$ cat src/rtl/fetch_pkg.sv
// Shared constants, word-count type and opcode helpers for the instruction-pair fetch front end.
package fetch_pkg;

    localparam int INSTR_W = 16;
    localparam int OP_MSB  = 15;
    localparam int OP_LSB  = 12;

    localparam logic [INSTR_W-1:0]     NOP     = 16'h0000;
    localparam logic [OP_MSB-OP_LSB:0] HALT_OP = 4'hF;

    // Number of 16-bit words moved into or out of the queue in one cycle.
    typedef enum logic [1:0] {
        CNT_0 = 2'd0,
        CNT_1 = 2'd1,
        CNT_2 = 2'd2
    } word_cnt_t;

    function automatic logic [OP_MSB-OP_LSB:0] opcode(input logic [INSTR_W-1:0] w);
        return w[OP_MSB:OP_LSB];
    endfunction

    function automatic logic is_halt(input logic [INSTR_W-1:0] w);
        return opcode(w) == HALT_OP;
    endfunction

endpackage

$ cat src/rtl/instr_pair_fetch_if.sv
// Instruction-memory read bus between the fetch front end (master) and memory (slave).
interface instr_pair_fetch_if #(
    parameter int AW = 8
);
    // rd_en is a one-cycle request qualifying addr; there is no ready. Memory answers
    // one or more cycles later with a one-cycle rvalid qualifying rdata. The master
    // never issues a new request until the previous one has been answered.
    logic          imem_rd_en_o;
    logic [AW-1:0] imem_addr_o;
    logic [31:0]   imem_rdata_i;
    logic          imem_rvalid_i;

    modport master (
        output imem_rd_en_o,
        output imem_addr_o,
        input  imem_rdata_i,
        input  imem_rvalid_i
    );

    modport slave (
        input  imem_rd_en_o,
        input  imem_addr_o,
        output imem_rdata_i,
        output imem_rvalid_i
    );

endinterface

$ cat src/rtl/instr_queue.sv
// Circular word FIFO accepting up to two pushes and two pops per cycle; exposes the two oldest words.
module instr_queue
    import fetch_pkg::*;
#(
    parameter int DEPTH = 4
) (
    input  logic                       clk,
    input  logic                       rst_n,
    input  logic                       flush,
    input  word_cnt_t                  push_n,
    input  logic [INSTR_W-1:0]         push_d0,
    input  logic [INSTR_W-1:0]         push_d1,
    input  word_cnt_t                  pop_n,
    output logic [INSTR_W-1:0]         head0,
    output logic [INSTR_W-1:0]         head1,
    output logic [$clog2(DEPTH):0]     count
);

    localparam int PW = $clog2(DEPTH);
    localparam int CW = PW + 1;

    logic [INSTR_W-1:0] mem [DEPTH];
    logic [PW-1:0]      rd_ptr;
    logic [PW-1:0]      wr_ptr;
    logic [PW-1:0]      rd_ptr1;
    logic [PW-1:0]      wr_ptr1;
    logic [1:0]         push_v;
    logic [1:0]         pop_v;

    assign push_v  = push_n;
    assign pop_v   = pop_n;
    assign rd_ptr1 = rd_ptr + PW'(1);
    assign wr_ptr1 = wr_ptr + PW'(1);

    // head1 is only meaningful when count >= 2; the caller qualifies it.
    assign head0 = mem[rd_ptr];
    assign head1 = mem[rd_ptr1];

    always_ff @(posedge clk or negedge rst_n) begin
        if (!rst_n) begin
            rd_ptr <= '0;
            wr_ptr <= '0;
            count  <= '0;
        end else if (flush) begin
            rd_ptr <= '0;
            wr_ptr <= '0;
            count  <= '0;
        end else begin
            rd_ptr <= rd_ptr + PW'(pop_v);
            wr_ptr <= wr_ptr + PW'(push_v);
            count  <= count + CW'(push_v) - CW'(pop_v);
        end
    end

    // Storage needs no reset: nothing is read until count says it was written.
    always_ff @(posedge clk) begin
        if (!flush && push_n != CNT_0) mem[wr_ptr]  <= push_d0;
        if (!flush && push_n == CNT_2) mem[wr_ptr1] <= push_d1;
    end

endmodule

$ cat src/rtl/instr_pair_fetch.sv
// Dual-issue fetch front end: fetches aligned word pairs, queues them and issues two words per cycle.
module instr_pair_fetch
    import fetch_pkg::*;
#(
    parameter int            AW       = 8,
    parameter int            DEPTH    = 4,
    parameter logic [AW-1:0] RESET_PC = '0
) (
    input  logic                clk,
    input  logic                rst_n,
    input  logic                single_i,
    input  logic                redirect_valid_i,
    input  logic [AW-1:0]       redirect_pc_i,
    instr_pair_fetch_if.master  imem,
    output logic [INSTR_W-1:0]  instr1_o,
    output logic [INSTR_W-1:0]  instr2_o,
    output logic                halted_o
);

    localparam int CW = $clog2(DEPTH) + 1;
    localparam int RW = CW + 1;

    logic [AW-1:0]      pc;
    logic               outstanding;
    logic               stale;
    logic               skip_low;

    logic [CW-1:0]      count;
    logic [INSTR_W-1:0] head0;
    logic [INSTR_W-1:0] head1;
    logic [INSTR_W-1:0] rsp_lo;
    logic [INSTR_W-1:0] rsp_hi;
    logic [INSTR_W-1:0] push_d0;
    logic [INSTR_W-1:0] next1;
    logic [INSTR_W-1:0] next2;
    word_cnt_t          pop_n;
    word_cnt_t          push_n;
    logic [1:0]         pop_v;
    logic               rsp_arrive;
    logic               rsp_take;
    logic               halt_seen;
    logic               room;
    logic               req;

    assign rsp_lo     = imem.imem_rdata_i[INSTR_W-1:0];
    assign rsp_hi     = imem.imem_rdata_i[2*INSTR_W-1:INSTR_W];
    assign rsp_arrive = imem.imem_rvalid_i && outstanding;
    assign rsp_take   = rsp_arrive && !stale && !redirect_valid_i;

    // Issue selection; a redirect discards the queue so nothing is popped.
    always_comb begin
        pop_n = CNT_0;
        next1 = NOP;
        next2 = NOP;
        if (!redirect_valid_i) begin
            if (count >= CW'(2) && !single_i) begin
                pop_n = CNT_2;
                next1 = head0;
                next2 = head1;
            end else if (count != '0) begin
                pop_n = CNT_1;
                next1 = head0;
            end
        end
    end

    // Response unpacking: optional low-word skip, and truncation after a HALT word.
    always_comb begin
        push_n    = CNT_0;
        push_d0   = rsp_lo;
        halt_seen = 1'b0;
        if (rsp_take) begin
            if (skip_low) begin
                push_n    = CNT_1;
                push_d0   = rsp_hi;
                halt_seen = is_halt(rsp_hi);
            end else if (is_halt(rsp_lo)) begin
                push_n    = CNT_1;
                halt_seen = 1'b1;
            end else begin
                push_n    = CNT_2;
                halt_seen = is_halt(rsp_hi);
            end
        end
    end

    // Reserve space for a full pair before requesting so a response can never overflow.
    assign pop_v = pop_n;
    assign room  = (RW'(count) - RW'(pop_v) + RW'(2)) <= RW'(DEPTH);
    assign req   = !outstanding && !halted_o && !redirect_valid_i && room;

    instr_queue #(
        .DEPTH (DEPTH)
    ) u_queue (
        .clk     (clk),
        .rst_n   (rst_n),
        .flush   (redirect_valid_i),
        .push_n  (push_n),
        .push_d0 (push_d0),
        .push_d1 (rsp_hi),
        .pop_n   (pop_n),
        .head0   (head0),
        .head1   (head1),
        .count   (count)
    );

    always_ff @(posedge clk or negedge rst_n) begin
        if (!rst_n) begin
            pc                <= RESET_PC;
            outstanding       <= 1'b0;
            stale             <= 1'b0;
            skip_low          <= 1'b0;
            halted_o          <= 1'b0;
            imem.imem_rd_en_o <= 1'b0;
            imem.imem_addr_o  <= '0;
            instr1_o          <= NOP;
            instr2_o          <= NOP;
        end else begin
            instr1_o          <= next1;
            instr2_o          <= next2;
            imem.imem_rd_en_o <= req;
            if (req) begin
                imem.imem_addr_o <= {pc[AW-1:1], 1'b0};
                pc               <= pc + AW'(2);
            end
            // A response in the redirect cycle itself is simply dropped; otherwise mark it stale.
            if (rsp_arrive) begin
                outstanding <= 1'b0;
                stale       <= 1'b0;
            end else if (redirect_valid_i && outstanding) begin
                stale <= 1'b1;
            end
            if (req) outstanding <= 1'b1;
            if (redirect_valid_i) begin
                pc       <= redirect_pc_i;
                skip_low <= redirect_pc_i[0];
                halted_o <= 1'b0;
            end else begin
                if (rsp_take)  skip_low <= 1'b0;
                if (halt_seen) halted_o <= 1'b1;
            end
        end
    end

endmodule

$ cat src/flat_wrapper.sv
// flat-port wrapper written by rule: the top's interface ports become plain ports
module instr_pair_fetch_flat import fetch_pkg::*;
#(
    parameter int            AW       = 8,
    parameter int            DEPTH    = 4,
    parameter logic [AW-1:0] RESET_PC = '0
)
  (clk, rst_n, single_i, redirect_valid_i, redirect_pc_i, instr1_o, instr2_o, halted_o, imem_imem_rd_en_o, imem_imem_addr_o, imem_imem_rdata_i, imem_imem_rvalid_i);
  instr_pair_fetch_if #(.AW(AW)) imem_i ();
  input  logic clk;
  input  logic rst_n;
  input  logic single_i;
  input  logic redirect_valid_i;
  input  logic [AW-1:0] redirect_pc_i;
  output logic [INSTR_W-1:0] instr1_o;
  output logic [INSTR_W-1:0] instr2_o;
  output logic halted_o;
  output wire logic [$bits(imem_i.imem_rd_en_o)-1:0] imem_imem_rd_en_o;
  output wire logic [$bits(imem_i.imem_addr_o)-1:0] imem_imem_addr_o;
  input wire logic [$bits(imem_i.imem_rdata_i)-1:0] imem_imem_rdata_i;
  input wire logic [$bits(imem_i.imem_rvalid_i)-1:0] imem_imem_rvalid_i;
  assign imem_imem_rd_en_o = imem_i.imem_rd_en_o;
  assign imem_imem_addr_o = imem_i.imem_addr_o;
  assign imem_i.imem_rdata_i = imem_imem_rdata_i;
  assign imem_i.imem_rvalid_i = imem_imem_rvalid_i;
  instr_pair_fetch #(.AW(AW), .DEPTH(DEPTH), .RESET_PC(RESET_PC)) u_core (.clk(clk), .rst_n(rst_n), .single_i(single_i), .redirect_valid_i(redirect_valid_i), .redirect_pc_i(redirect_pc_i), .imem(imem_i), .instr1_o(instr1_o), .instr2_o(instr2_o), .halted_o(halted_o));
endmodule
$ cat config.mk
export PLATFORM = sky130hd
export DESIGN_NAME = instr_pair_fetch_flat
export DESIGN_NICKNAME = d
export VERILOG_FILES = /design/src/rtl/fetch_pkg.sv /design/src/rtl/instr_pair_fetch_if.sv /design/src/rtl/instr_queue.sv /design/src/rtl/instr_pair_fetch.sv /design/src/flat_wrapper.sv
export SDC_FILE = /design/constraint.sdc
export NUM_CORES = 1
export LEC_CHECK = 0
export CAP_MARGIN = 20
export CORE_ASPECT_RATIO = 0.9
export CORE_MARGIN = 3
export CORE_UTILIZATION = 55
export DETAILED_ROUTE_END_ITERATION = 8
export PLACE_DENSITY = 0.89
export SLEW_MARGIN = 15
export SYNTH_ARGS = -nofsm -noshare
export SYNTH_HDL_FRONTEND = slang
export SYNTH_SLANG_ARGS = --single-unit
$ cat constraint.sdc
create_clock -name clk -period 4.3 [get_ports clk]
set_input_delay 0.645 -clock clk [delete_from_list [all_inputs] [get_ports clk]]
set_output_delay 0.645 -clock clk [all_outputs]
set_load 0.005 [all_outputs]
---- Word level (Yosys, flattened, before mapping) ----
Memory sizes are Yosys's and may differ from the RTL's.
Index checks and enable logic that the tools add are counted.
cells by class
  shifts and indexed selects .............. 0
  reduce and logical (&&, ||, !) cells .... 22
  bitwise logic cells ..................... 0
  add/sub/neg operators ................... 9
  multipliers ............................. 0
  equal/unequal tests ..................... 3
  divide/modulo/power cells ............... 0
  mux-type cells .......................... 33
  order comparisons ....................... 2
operators by type and width
  cell                   number
  $mux W16               7
  $mux W1                16
  $mux W8                2
  $mux W2                7
  $reduce_bool A2 Y1     6
  $logic_and A1 B1 Y1    10
  $add A8 B2 Y8 const B  1
  $eq A4 B4 Y1 const B   2
  $logic_not A1 Y1       5
  $add A2 B1 Y2 const B  2
  $add A2 B2 Y2          2
  $add A4 B2 Y4 const B  1
  $le A4 B3 Y1 const B   1
  $sub A3 B2 Y4          1
  $add A3 B2 Y3          1
  $ge A3 B2 Y1 const B   1
  $mux W3                1
  $reduce_bool A3 Y1     1
  $sub A3 B2 Y3          1
  $eq A2 B2 Y1 const B   1
storage, ports and cells
  register bits after elaboration ......... 59
  ROM bits ................................ 0
  latch bits .............................. 0
  memory bits (writable) .................. 64
  word-level logic and storage cells ...... 82
  memories ................................ 1
memory list
  name                words  bits a word  rd ports  clocked after memory_dff  wr ports  line               source
  u_core.u_queue.mem  4      16           2         0                         2         instr_queue.sv:22  logic [INSTR_W-1:0] mem [DEPTH];

---- Depth between registers and ports, before layout ----
  depth in word-level cells ............... 10
  depth in mapped cells ................... 15
  mapped depth without buffers ............ 12

---- Hierarchy ----
A second synthesis with hierarchy kept.
unflattened totals
  cell total of the unflattened synthesis .. 409
  area, all modules ....................... 6,341.1 sq um
by module, submodules not included
  module            cells each  instances  area an instance (sq um)  seq. area each (sq um)
  instr_queue       223         1          4,043.9                   2,097.0
  instr_pair_fetch  186         1          2,297.2                   1,276.2

---- Worst setup path after synthesis ----
Ideal clock, no wire load.
  path type ............................... input port to flip-flop
  from .................................... in single_i
  to ...................................... reg u_core.imem.imem_addr_o[1]
  setup slack ............................. 0.808 ns
  stages on the path ...................... 14
  data arrival time ....................... 3.367 ns
  data required time ...................... 4.175 ns
  path through ............................ or3_1 > clkbuf_1 > clkbuf_1 > inv_1 > ha_1 > inv_1 > ha_1 > inv_1 > fa_1 > xnor2_2 > o211ai_4 > or2_1 > buf_4 > mux2_4
on the way
  word-level cells in the longest chain between the ends .. 8
RTL lines
  what                    line                       source
  start: declaration      flat_wrapper.sv:12         input logic single_i;
  $logic_not A1 Y1        instr_pair_fetch.sv:56     if (count >= CW'(2) && !single_i) begin
  $logic_and A1 B1 Y1     instr_pair_fetch.sv:56
  $mux W2                 instr_pair_fetch.sv:56
  $mux W2                 instr_pair_fetch.sv:55     if (!redirect_valid_i) begin
  $sub A3 B2 Y4           instr_pair_fetch.sv:89     assign room = (RW'(count) - RW'(pop_v) + RW'(2)) <= RW'(DEPTH);
  $add A4 B2 Y4           instr_pair_fetch.sv:89
  $le A4 B3 Y1            instr_pair_fetch.sv:89
  $logic_and A1 B1 Y1     instr_pair_fetch.sv:90     assign req = !outstanding && !halted_o && !redirect_valid_i && room;
  end signal: assignment  instr_pair_fetch.sv:123    imem.imem_addr_o <= {pc[AW-1:1], 1'b0};
  end: declaration        instr_pair_fetch_if.sv:15  output imem_addr_o,
Every way passes these cells.
A chain may end at the register's enable or synchronous reset.

---- Worst setup path in the final report ----
  from .................................... in redirect_valid_i
  to ...................................... reg u_core.imem.imem_addr_o[7]
on the way
  word-level cells in the longest chain between the ends .. 5
  elaborated cells between the ends (all ways) .. 7
  classes of those cells .................. 2 x add/sub; 1 x order compare; 1 x mux; 3 x reduce/logical
RTL lines
  what                     line                    source
  start: declaration       flat_wrapper.sv:13      input logic redirect_valid_i;
  $mux W2                  instr_pair_fetch.sv:55
  $sub A3 B2 Y4            instr_pair_fetch.sv:89
  $add A4 B2 Y4            instr_pair_fetch.sv:89
  $le A4 B3 Y1             instr_pair_fetch.sv:89
  $logic_and A1 B1 Y1 (*)  instr_pair_fetch.sv:90
Mark *: on every way between the ends. The rest lies on a longest branch, timed or not.

==> qor.yml <==
track_usage_pct: 22.3
clock_skew_ns: 0.0124
clock_latency_ns: 0.40
synth.most_common_cell: "edfxtp_1"
syn2layout_area_growth_pct: 26.2
synthCells: 396
post-route-util_pct: 71.6
drt-wirelength-per-cell_um: 20.3
die_w_um: 118
synth_top_area_share_pct: 31.1
path_clk_slew_ns: 0.06
synth_top_family_by_area: "multiplexers"
ios: 87
antenna_found_initial: 0
path_class: "in -> reg"
ys.warnings.count: 0
synth_area_per_cell_um2: 15.6
layout-drive-gt1-share_pct: 21.4
core_area_um2: 10900
hold_class: "in -> async"
switching_share_pct: 27.9
hold_ws_ns: 0.380
synth.net_count: 452
muxShareOfSynthArea_pct: 25.8
num_vias: 3759
rr_worst_depth: 11
synthXorXnorAreaFrac_pct: 1.40
finalMaxSlewViolations: 0
cts_tree: "built"
synth_cell_types: 43
io_buffers: 85
synthTopCellsByCount: "edfxtp_1, dfrtp_1, mux2_1, nor2b_1, mux4_2"
worstMarginPinSlew_ns: 0.902
cts_root_buf: "clkbuf_16"
drv_cap: 0
worstPathArrival_ns: 3.73
stdcell_count: 653
hold_viol: 0
pwr-share-clk_pct: 34.2
setup-tns-final_ns: 0
dr.pass1.iters: 5
synth_ff_type: "edfxtp_1"
cp-end-kind: "flop"
synth_edf_count: 64
ir_drop_v: 0.000329
yosysTopAreaCell: "edfxtp_1"
remaining_drc_errors: 0
critPathRequiredTime_ns: 4.58
htreeDepth: 4
postCtsResizedCells: 0
dp_cells: 620
p_int_mw: 3.15
p_switching_mw: 1.22
clock.fmax_mhz: 290
maxSlewHeadroom_pct: 39.8
r2r_end: "u_core.imem.imem_addr_o[7]"
grt-ovfl-total: 0
grt_max_degree: 59
antenna_cells: 0
pwr-share-comb_pct: 30.3
min_period_ns: 3.45
synth_area_leaders: "edfxtp_1, dfrtp_1, mux4_2, mux2_1, nor2b_1"
setup_violations: 0
vias_per_cell: 5.76
numCtsBuffers: 17
dieArea_um2: 12600
pre_cts_ws_ns: 0.523
rows: 36
p_leak_nw: 2.99
crit_fanout: 9
clock_path_buffers: 2
r2r-start: "u_core.u_queue.count[2]"
synth.cell_area_um2: 6180
hpwl_um: 8180
period_share_pct: 80.2
status: "completed"
worstSetupStartpointType: "input port"
layout.nets: 544
p_seq_share_pct: 35.5
reg2reg_slack_ns: 1.00
first_global_vias: 3983
synthSimpleGateAreaFrac_pct: 9.09
fp.dieH_um: 107
drt_iter0_drc: 223
ys_seq_area_share_pct: 54.6
powerDensity_nw_per_um2: 561
post-route-worst-setup-slack_ns: 0.852
synthArstFlopShare_pct: 47.5
ys_ff_latch: 122
totalWireLength_um: 13200
cts_sinks: 122
cts_hold_buf: 0
rsz0062_at_grt: "no"
antenna_left: 0
gp_congestion: 0.844
grt_pass1_wl_um: 21400
start_util_pct: 56.7
synth_compound_area_share_pct: 3.50
post_cts_buffers: 0
synth_fa_ha_area_share_pct: 2.59
==> layer usage <==
metal / share of wire, % / GRT usage [%]
met2: 53 / 38.8
met3: 5.9 / 5.59
met4: 1.1 / 6.95
met5: 0 / 0
met1: 40 / 27.8
==> cell type report <==
type,instances,area (µm²)
Sequential cell,122,3370
Fill cell,693,3100
Multi-Input combinational cell,239,2630
Timing Repair Buffer,95,933
Clock buffer,18,429
Clock inverter,14,196
Tap cell,152,190
Inverter,13,48.8
==> power by group through the flow <==
stage / clock network (mW) / logic (mW) / registers, mW
finish: 1.50 / 1.33 / 1.55
global route: 1.57 / 1.43 / 1.58
CTS: 1.51 / 1.27 / 1.61
detailed placement: 0 / 1.24 / 1.62
global placement: 0 / 1.20 / 1.61
floorplan: 0 / 0.919 / 1.52
==> logic make-up (layout without fill, tap and decap cells) <==
logic type	after synthesis	count (layout)
AND/OR/NAND/NOR	88	88
buffers and inverters	35	140
other	1	1
AO/OA/AOI/OAI	26	26
adder cells (fa/ha/maj)	11	11
XOR/XNOR	9	9
multiplexers	104	104
flip-flops	122	122
==> worst max-delay path: stages <==
cell             delay (ns)
clkdlybuf4s50_1        0.45
or3_1                  0.39
inv_1                  0.12
ha_1                   0.24
inv_1                  0.06
ha_1                   0.14
inv_1                  0.05
fa_1                   0.51
o211ai_4               0.33
or2_1                  0.45
mux2_4                 0.34
==> through the flow <==
| stage | cell area (µm²) | power, mW |
|---|---|---|
| 6_report | 7800 | 4.38 |
| 5_1_grt | 7800 | 4.58 |
| 4_1_cts | 7780 | 4.38 |
| 3_5_place_dp | 7160 | 2.87 |
| 3_3_place_gp | 7160 | 2.81 |
| 2_1_floorplan | 6180 | 2.44 |
==> registers in the layout, indices dropped and copies added (netlist names) <==
register,cells
u_core.halted_o,1
u_core.imem.imem_addr_o,7
u_core.imem.imem_rd_en_o,1
u_core.instr1_o,16
u_core.instr2_o,16
u_core.outstanding,1
u_core.pc,7
u_core.skip_low,1
u_core.stale,1
u_core.u_queue.count,3
u_core.u_queue.mem,64
u_core.u_queue.rd_ptr,2
u_core.u_queue.wr_ptr,2
==> layout by cell type (no fill, tap or decap), drive strengths merged, types with 3 or more instances in the layout <==
cell type and n:
nand2 10, ha 8, mux4 32, a21oi 8
clkdlybuf4s50 84, inv 15, bufinv 4, clkinvlp 3
o21ai 10, clkinv 5, buf 11, xnor2 4
mux2 71, xor2 5, edfxtp 64, nor2 18
nor2b 41, dfrtp 58, clkbuf 18, nand3 6
fa 3
==> how the worst max path moves through the flow <==
stage / slack [ns] / start / depth (start not counted) / to
finish: 0.85 / redirect_valid_i / 11 / u_core.imem.imem_addr_o[7]
CTS: 0.87 / redirect_valid_i / 11 / u_core.imem.imem_addr_o[7]
floorplan: 0.81 / single_i / 14 / u_core.imem.imem_addr_o[1]
detailed placement: 0.52 / redirect_valid_i / 11 / u_core.imem.imem_addr_o[2]
global placement: 0.60 / redirect_valid_i / 11 / u_core.imem.imem_addr_o[6]
global route: 0.76 / redirect_valid_i / 11 / u_core.imem.imem_addr_o[7]
No activity file was read; power rests on OpenSTA's default activity.
